### src/rtl/led_pkg.sv
// Shared constants and state encodings for the HUB75 panel scanner.
package led_pkg;

    localparam int unsigned PANEL_COLS      = 64;
    localparam int unsigned PANEL_SCAN_ROWS = 32;
    localparam int unsigned PIX_PHASES      = 3;

    localparam int unsigned COL_W = $clog2(PANEL_COLS);
    localparam int unsigned ROW_W = $clog2(PANEL_SCAN_ROWS);

    typedef enum logic [1:0] {IDLE, SHIFT, LATCH, DISPLAY} scan_state_t;
    typedef enum logic [1:0] {ADDR, SETUP, CLK} pix_phase_t;

endpackage

### src/rtl/led_pwm_gate.sv
// Display-window counter and brightness compare driving the panel output enable.
module led_pwm_gate #(
    parameter int unsigned ON_CYCLES = 256,
    parameter int unsigned BRIGHT_W  = 8
) (
    input  logic                clk,
    input  logic                rst_n,
    input  logic                start,
    input  logic                active,
    input  logic [BRIGHT_W-1:0] brightness,
    output logic                last,
    output logic                pre_last,
    output logic                oe_n
);

    localparam int unsigned CNT_W = (ON_CYCLES > 1) ? $clog2(ON_CYCLES) : 1;

    logic [CNT_W-1:0]    disp_cnt;
    logic [BRIGHT_W-1:0] bright_q;
    logic [31:0]         cnt_nxt;

    assign cnt_nxt  = 32'(disp_cnt) + 32'd1;
    assign last     = (32'(disp_cnt) == ON_CYCLES - 1);
    assign pre_last = (32'(disp_cnt) == ON_CYCLES - 2);

    // oe_n is registered, so it is computed for the count the next cycle will hold
    always_ff @(posedge clk or negedge rst_n) begin
        if (!rst_n) begin
            disp_cnt <= '0;
            bright_q <= '0;
            oe_n     <= 1'b1;
        end else if (start) begin
            bright_q <= brightness;
            disp_cnt <= '0;
            oe_n     <= (brightness == '0);
        end else if (active) begin
            if (last) begin
                disp_cnt <= '0;
                oe_n     <= 1'b1;
            end else begin
                disp_cnt <= disp_cnt + CNT_W'(1);
                oe_n     <= !(cnt_nxt < 32'(bright_q));
            end
        end else begin
            oe_n <= 1'b1;
        end
    end

endmodule

### src/rtl/led_panel_scan.sv
// Framebuffer-to-HUB75 scanner: shifts one column per pixel, latches a row, then PWM-displays it.
module led_panel_scan
    import led_pkg::*;
#(
    parameter int unsigned COLS      = PANEL_COLS,
    parameter int unsigned SCAN_ROWS = PANEL_SCAN_ROWS,
    parameter int unsigned ON_CYCLES = 256,
    parameter int unsigned BRIGHT_W  = 8
) (
    input  logic                clk,
    input  logic                rst_n,
    input  logic                enable,
    input  logic [BRIGHT_W-1:0] brightness,
    output logic [COL_W-1:0]    fb_col_addr,
    input  logic [63:0]         fb_col_data,
    output logic                pnl_clk,
    output logic                pnl_r1,
    output logic                pnl_r2,
    output logic                pnl_lat,
    output logic                pnl_oe_n,
    output logic [ROW_W-1:0]    pnl_addr,
    output logic                frame_start,
    output logic                frame_done,
    output logic                busy
);

    scan_state_t      state;
    pix_phase_t       phase;
    logic [COL_W-1:0] col;
    logic [ROW_W-1:0] row;
    logic [5:0]       hi_idx;
    logic             disp_last;
    logic             disp_pre_last;
    logic             last_row;

    assign hi_idx   = 6'(row) + 6'(SCAN_ROWS);
    assign last_row = (row == ROW_W'(SCAN_ROWS - 1));

    led_pwm_gate #(
        .ON_CYCLES (ON_CYCLES),
        .BRIGHT_W  (BRIGHT_W)
    ) u_pwm_gate (
        .clk        (clk),
        .rst_n      (rst_n),
        .start      (state == LATCH),
        .active     (state == DISPLAY),
        .brightness (brightness),
        .last       (disp_last),
        .pre_last   (disp_pre_last),
        .oe_n       (pnl_oe_n)
    );

    always_ff @(posedge clk or negedge rst_n) begin
        if (!rst_n) begin
            state       <= IDLE;
            phase       <= ADDR;
            col         <= '0;
            row         <= '0;
            fb_col_addr <= '0;
            pnl_clk     <= 1'b0;
            pnl_r1      <= 1'b0;
            pnl_r2      <= 1'b0;
            pnl_lat     <= 1'b0;
            pnl_addr    <= '0;
            frame_start <= 1'b0;
            frame_done  <= 1'b0;
            busy        <= 1'b0;
        end else begin
            frame_start <= 1'b0;
            frame_done  <= 1'b0;
            pnl_lat     <= 1'b0;
            unique case (state)
                IDLE: begin
                    if (enable) begin
                        state       <= SHIFT;
                        phase       <= ADDR;
                        row         <= '0;
                        col         <= '0;
                        fb_col_addr <= '0;
                        frame_start <= 1'b1;
                        busy        <= 1'b1;
                    end
                end
                SHIFT: begin
                    unique case (phase)
                        ADDR: phase <= SETUP;
                        // RAM data for fb_col_addr is valid in this cycle
                        SETUP: begin
                            pnl_r1  <= fb_col_data[row];
                            pnl_r2  <= fb_col_data[hi_idx];
                            pnl_clk <= 1'b1;
                            phase   <= CLK;
                        end
                        CLK: begin
                            pnl_clk <= 1'b0;
                            phase   <= ADDR;
                            if (col == COL_W'(COLS - 1)) begin
                                col      <= '0;
                                state    <= LATCH;
                                pnl_lat  <= 1'b1;
                                pnl_addr <= row;
                            end else begin
                                col         <= col + 1'b1;
                                fb_col_addr <= col + 1'b1;
                            end
                        end
                        default: phase <= ADDR;
                    endcase
                end
                LATCH: state <= DISPLAY;
                DISPLAY: begin
                    if (disp_last) begin
                        fb_col_addr <= '0;
                        phase       <= ADDR;
                        if (!last_row) begin
                            row   <= row + 1'b1;
                            state <= SHIFT;
                        end else begin
                            row <= '0;
                            if (enable) begin
                                state       <= SHIFT;
                                frame_start <= 1'b1;
                            end else begin
                                state    <= IDLE;
                                busy     <= 1'b0;
                                pnl_r1   <= 1'b0;
                                pnl_r2   <= 1'b0;
                                pnl_addr <= '0;
                            end
                        end
                    end else if (disp_pre_last && last_row) begin
                        frame_done <= 1'b1;
                    end
                end
                default: state <= IDLE;
            endcase
        end
    end

endmodule

### config.mk
export PLATFORM = sky130hd
export DESIGN_NAME = led_panel_scan
export DESIGN_NICKNAME = d
export VERILOG_FILES = /design/src/rtl/led_pkg.sv /design/src/rtl/led_pwm_gate.sv /design/src/rtl/led_panel_scan.sv
export SDC_FILE = /design/constraint.sdc
export NUM_CORES = 1
export LEC_CHECK = 0
export ABC_AREA = 1
export CORE_MARGIN = 2
export CORE_UTILIZATION = 50
export DETAILED_ROUTE_END_ITERATION = 16
export GPL_TIMING_DRIVEN = 0
export PLACE_DENSITY = 0.83
export SKIP_CTS_REPAIR_TIMING = 1
export SYNTH_ARGS = -nofsm -noshare
export SYNTH_HDL_FRONTEND = slang
export SYNTH_SLANG_ARGS = --single-unit
### constraint.sdc
create_clock -name clk -period 4.4 [get_ports clk]
set_input_delay 0.44 -clock clk [delete_from_list [all_inputs] [get_ports clk]]
set_output_delay 0.44 -clock clk [all_outputs]
set_load 0.005 [all_outputs]
==> results of run 1 <==
worst max path at each step:
| stage | start | endpoint | slack, ns | cells past startpoint |
|---|---|---|---|---|
| CTS | u_pwm_gate.disp_cnt[0]$_DFFE_PN0P_ | u_pwm_gate.oe_n$_DFF_PN1_ | 2.31 | 12 |
| global route | u_pwm_gate.disp_cnt[0]$_DFFE_PN0P_ | u_pwm_gate.oe_n$_DFF_PN1_ | 2.06 | 12 |
| detailed placement | u_pwm_gate.disp_cnt[0]$_DFFE_PN0P_ | u_pwm_gate.oe_n$_DFF_PN1_ | 2.34 | 12 |
| global placement | rst_n | col[3]$_DFFE_PN0P_ | 1.44 | 1 |
| finish | u_pwm_gate.disp_cnt[0]$_DFFE_PN0P_ | u_pwm_gate.oe_n$_DFF_PN1_ | 2.32 | 12 |
| floorplan | u_pwm_gate.disp_cnt[0]$_DFFE_PN0P_ | u_pwm_gate.oe_n$_DFF_PN1_ | 2.59 | 12 |
critical path: cells and delay by family, from the launching register on:
| family | cells | cell delay, ns |
|---|---|---|
| AOI/OAI and AO/OA | 1 | 0.16 |
| and+or+nand+nor | 7 | 0.65 |
| adders and majority gates | 2 | 0.49 |
| buffers and inverters | 1 | 0.07 |
| xor gates and xnor gates | 1 | 0.22 |
| DFF | 1 | 0.43 |
report_power, final:
group,internal [mW],switching (mW),leakage [nW]
clock network,0.127,0.156,0.0472
logic,0.0729,0.0395,1.61
registers,0.464,0.00124,0.620
metal layers:
metal  share of wire  up-vias
met3           0.064       12
met4           0.014        0
met5               0        -
li1                -     1772
met2            0.49      115
met1            0.43     1575
registers in the layout (all words and copies together) (netlist names):
register	count
phase	2
pnl_r1	1
u_pwm_gate.bright_q	8
u_pwm_gate.oe_n	1
busy	1
state	2
pnl_lat	1
col	6
frame_done	1
fb_col_addr	6
row	5
pnl_addr	5
frame_start	1
pnl_clk	1
pnl_r2	1
u_pwm_gate.disp_cnt	8
cells by family after synthesis:
group / synth area share
simple gates: 0.331
flops: 0.367
buf+inv: 0.103
xor+xnor: 0.0128
compound gates: 0.105
fa+ha+maj: 0.0770
mux: 0.00330
area by class of cell:
type                    instances  area (µm²)  share of cell area
well taps                      80         100              0.0220
flip-flops and latches         50        1250               0.275
clock inverters                 2        12.5             0.00275
plain buffers                  15        63.8              0.0140
inverters                      77         289              0.0635
multi-input cells             354        1810               0.397
clock buffers                   6        82.6              0.0181
repair buffers                 94         946               0.208
through the flow:
stage	cells	power [mW]
2_1_floorplan	496	0.502
3_3_place_gp	669	0.583
3_5_place_dp	670	0.586
4_1_cts	678	0.866
5_1_grt	678	0.896
6_report	678	0.860
cells in the final DEF (no fill, tap or decap), drive strengths merged, types with 15 or more instances in the layout:
| master | count |
|---|---|
| nand3 | 59 |
| nand2 | 161 |
| inv | 74 |
| ha | 21 |
| dfrtp | 49 |
| clkdlybuf4s50 | 92 |
| o21ai | 37 |
| nor2 | 28 |
| clkbuf | 15 |
| a21oi | 20 |
==> reports/results.tsv, run 1 <==
metric	value	unit
status	completed	
peakVddDrop	0.000218	V
crit_path_frequent_cell	nand2_1	
cts_tree	yes	
area_growth	33.4	%
rsz0062_at_grt	false	
num_vias	3474	
hp-class	in2async	
synthesis.area	3410	µm²
critPathKind	reg2reg	
clk_latency	0.31	ns
clockBufferDepth	2	
grt-ovfl-total	0	
cts.sinks	50	
top_usage_layer	met2	
routed_wl	8.91	mm
ys_seq_elements	50	
postPlaceCellArea	4460	µm²
rows	30	
viasPerCell	5.12	
die_area	7500	µm²
max_freq	481	MHz
use_met2	0.439	
drc_errors	0	
final_cell_area	4550	µm²
synth_edf_count	0	
place_worst_setup_slack	2.34	ns
grt_pass1_vias	3416	
path_cells	ha_1, nand2_1, nor2_1, xor2_1, inv_1, ha_1, nand2_1, o21ai_0, nor2_1, nand2_1, nand2_1, nand2_1	
max_slew.worst_pin.slew	0.480	ns
drv_slew	0	
setup_slack	2.32	ns
ys_types	29	
yosys.cell_count.top_type	nand2_1	
finalNetCount	693	
synthFlopType	dfrtp_1	
numPortBuffers	93	
use_met1	0.302	
timing.rr.start	u_pwm_gate.disp_cnt[0]$_DFFE_PN0P_	
r2r_setup_slack	2.32	ns
regToRegEndpoint	u_pwm_gate.oe_n$_DFF_PN1_	
root_buffer	clkbuf_8	
met3_usage	0.0495	
grt_antenna_before_repair	0	
synth_fp_nets	592	
coreArea	6680	µm²
arrival	2.34	ns
hold_slack	0.0593	ns
slew_headroom	0.680	
finalCriticalPeriod	2.08	ns
fin_crit_sh	0.472	
netlist_top_cells_count	nand2_1 (156), inv_1 (74), nand3_1 (59)	
clk_pin_slew	0.09	ns
n_antenna_cell	0	
cp_max_fo	6	
detailedPlacementHpwl	6.93	mm
p_leak	2.28	nW
synth_area_leaders	dfrtp_1 (36%), nand2_1 (17%), nand3_1 (8.7%)	
cp-end-kind	flop	
synthesis.instances	496	
ys_seq_area_frac	0.367	
die_w	86.6	µm
grt_usage	0.248	
cpPeakStageDelay	0.43	ns
async_reset_ff_frac	1.00	
post_synth.cell_area_avg	6.88	µm²
route.antenna.remaining_nets	0	
yosysTopAreaCell	dfrtp_1	
fin_skew	0.00846	ns
gp_congestion	0.899	
setup-violations-final	0	
p_per_area	189	nW/µm²
final_hold_viol_count	0	
drtIter0Drc	135	
utilization	0.681	
start_util	0.511	
cts_buffers	5	
required	4.66	ns
yosys.area.top_type_share	0.359	
io_pins	94	
dr.pass1.iters	5	
synth_warnings	0	
worst_r2r_path_depth	12	
grt_pass1_wl	14.9	mm
maxCapViolCount	0	
die_h	86.6	µm
wl_per_cell	13.1	µm
fin_tns_setup	0	ns
fillCellCount	575	
drive_gt1_frac	0.0569	
timing.critical_path.slowest_stage_cell	dfrtp_1	
critPathLaunchType	flop	
htreeDepth	2	
grt_max_degree	33	
(Power assumes the default switching activity.)
==> inputs of run 2 (changes only) <==
Settings changed: CORE_UTILIZATION 50 to 44, PLACE_DENSITY 0.83 to 0.77.
Clock period 4.4 ns to 1.9 ns, I/O delays scaled along.
==> reports/results.tsv, run 2 (same netlist as run 1, synthesis figures left out) <==
metric	value	unit	change
numPortBuffers	93		unchanged
wl_met2	4.59	mm	was 4.39 mm
arrival	2.05	ns	was 2.34 ns
start_util	0.449		was 0.511
dr_wl_met3	581	µm	was 573 µm
worst_r2r_path_depth	8		was 12
final_hold_viol_count	0		unchanged
final_common_cell	nand2_1		unchanged
required	2.07	ns	was 4.66 ns
reg.largest.list	u_pwm_gate.bright_q x8, u_pwm_gate.disp_cnt x8		unchanged
htreeDepth	2		unchanged
hold_slack	0.416	ns	was 0.0593 ns
peakVddDrop	0.000472	V	was 0.000218 V
p_leak	2.36	nW	was 2.28 nW
timing.critical_path.slowest_stage_cell	dfrtp_1		unchanged
fin_tns_setup	0	ns	unchanged
fin_skew	0.00920	ns	was 0.00846 ns
wl_per_cell	13.2	µm	was 13.1 µm
num_vias	3485		was 3,474
rsz0062_at_grt	true		was false
grt_pass1_wl	15.0	mm	was 14.9 mm
route.antenna.remaining_nets	0		unchanged
clk_latency	0.31	ns	about the same
routed_wl	9.38	mm	was 8.91 mm
p_per_area	416	nW/µm²	was 189 nW/µm²
die_area	8480	µm²	was 7500 µm²
drive_gt1_frac	0.113		was 0.0569
detailedPlacementHpwl	6.79	mm	was 6.93 mm
dp.cells	692		was 670
instances_no_fill	711		was 678
cp-end-kind	flop		unchanged
viasPerCell	4.90		was 5.12
crit_family	compound AO/OA/AOI/OAI gates		was simple AND/OR/NAND/NOR gates
cp_max_fo	4		was 6
power	1.99	mW	was 860 µW
path_cells	inv_1, ha_1, nand2_1, nand2_1, inv_1, nand3_1, o21ai_0, o21ai_0		was ha_1, nand2_1, nor2_1, xor2_1, inv_1, ha_1, nand2_1, o21ai_0, nor2_1, nand2_1, nand2_1, nand2_1
cpPeakStageDelay	0.42	ns	was 0.43 ns
finalNetCount	704		was 693
die_h	92.1	µm	was 86.6 µm
grt_pass1_vias	3374		was 3,416
path_buf_inv	2		was 1
drtIter0Drc	124		was 135
dr.max_layer_used	met4		unchanged
cp.depth	8		was 12
multi_input_area	1900	µm²	was 1810 µm²
gp_congestion	0.844		was 0.899
drv_slew	0		unchanged
critPathLaunchType	flop		unchanged
grt_antenna_before_repair	0		unchanged
grt_usage	0.215		was 0.248
slew_headroom	0.598		was 0.680
status	completed		unchanged
coreArea	7610	µm²	was 6680 µm²
hp-class	in2async		unchanged
layout_common_cells	nand2_1 (154), clkdlybuf4s50_1 (92), inv_1 (73)		was nand2_1 (156), clkdlybuf4s50_1 (92), inv_1 (74)
max_freq	531	MHz	was 481 MHz
wirelength_met1	4.07	mm	was 3.82 mm
grt-ovfl-total	0		unchanged
die_w	92.1	µm	was 86.6 µm
max_slew.worst_pin.slew	0.603	ns	was 0.480 ns
area_growth	40.3	%	was 33.4%
cts.sinks	50		unchanged
rows	32		was 30
root_buffer	clkbuf_8		unchanged
n_antenna_cell	0		unchanged
critPathKind	reg2reg		unchanged
finalCriticalPeriod	1.88	ns	was 2.08 ns
fillCellCount	673		was 575
io_pins	94		unchanged
maxCapViolCount	0		unchanged
grt_max_degree	27		was 33
cts_buffers	5		unchanged
setup-violations-final	0		unchanged
dr.pass1.iters	4		was 5
drc_errors	0		unchanged
cts_tree	yes		unchanged
clk_pin_slew	0.10	ns	was 0.09 ns
ff_latch_area	1260	µm²	was 1250 µm²
fin_crit_sh	0.991		was 0.472
clockBufferDepth	2		unchanged
## run 2: where the power goes
| part | internal, mW | switching, mW | total [mW] |
|---|---|---|---|
| logic | 0.172 | 0.0931 | 0.265 |
| registers | 1.07 | 0.00273 | 1.08 |
| clock network | 0.293 | 0.358 | 0.652 |
## run 2: stage by stage
stage	cell area (µm²)	worst slack (ns)	utilization
2_1_floorplan	3410	0.0925	-
3_3_place_gp	4470	-0.809	0.588
3_5_place_dp	4490	-0.162	0.590
4_1_cts	4580	-0.203	0.602
5_1_grt	4790	-0.0705	0.629
6_report	4790	0.0175	0.629
## run 2: path summary, 6_finish.rpt
kind	slack, ns	end	from
max	0.02	state[0]$_DFFE_PN0P_	state[0]$_DFFE_PN0P_
min	0.42	frame_done$_DFF_PN0_	rst_n
max reg2reg	0.02	state[0]$_DFFE_PN0P_	state[0]$_DFFE_PN0P_
min reg2reg	0.49	u_pwm_gate.bright_q[0]$_DFFE_PN0P_	u_pwm_gate.bright_q[0]$_DFFE_PN0P_
max in group asynchronous	0.93	phase[1]$_DFFE_PN0P_	rst_n
min in group clk	0.45	u_pwm_gate.bright_q[0]$_DFFE_PN0P_	brightness[0]
## run 2: metal layers
| layer | track usage | vias to the layer above |
|---|---|---|
| met1 | 0.270 | 1575 |
| met5 | 0 | - |
| met3 | 0.0370 | 13 |
| met4 | 0.0597 | 0 |
| li1 | - | 1788 |
| met2 | 0.379 | 109 |
## run 2: cell type report
class | instances | area share
inverters | 77 | 0.0612
flip-flops and latches | 50 | 0.262
repair buffers | 106 | 0.217
clock buffers | 6 | 0.0173
well taps | 102 | 0.0267
clock inverters | 2 | 0.00261
plain buffers | 14 | 0.0152
multi-input cells | 354 | 0.398
## run 2: worst reg2reg max path, cell delays in order (launching register included)
cell	delay [ns]
dfrtp_1	0.42
inv_1	0.13
ha_1	0.26
nand2_1	0.10
nand2_1	0.12
inv_1	0.12
nand3_1	0.18
o21ai_0	0.29
o21ai_0	0.14
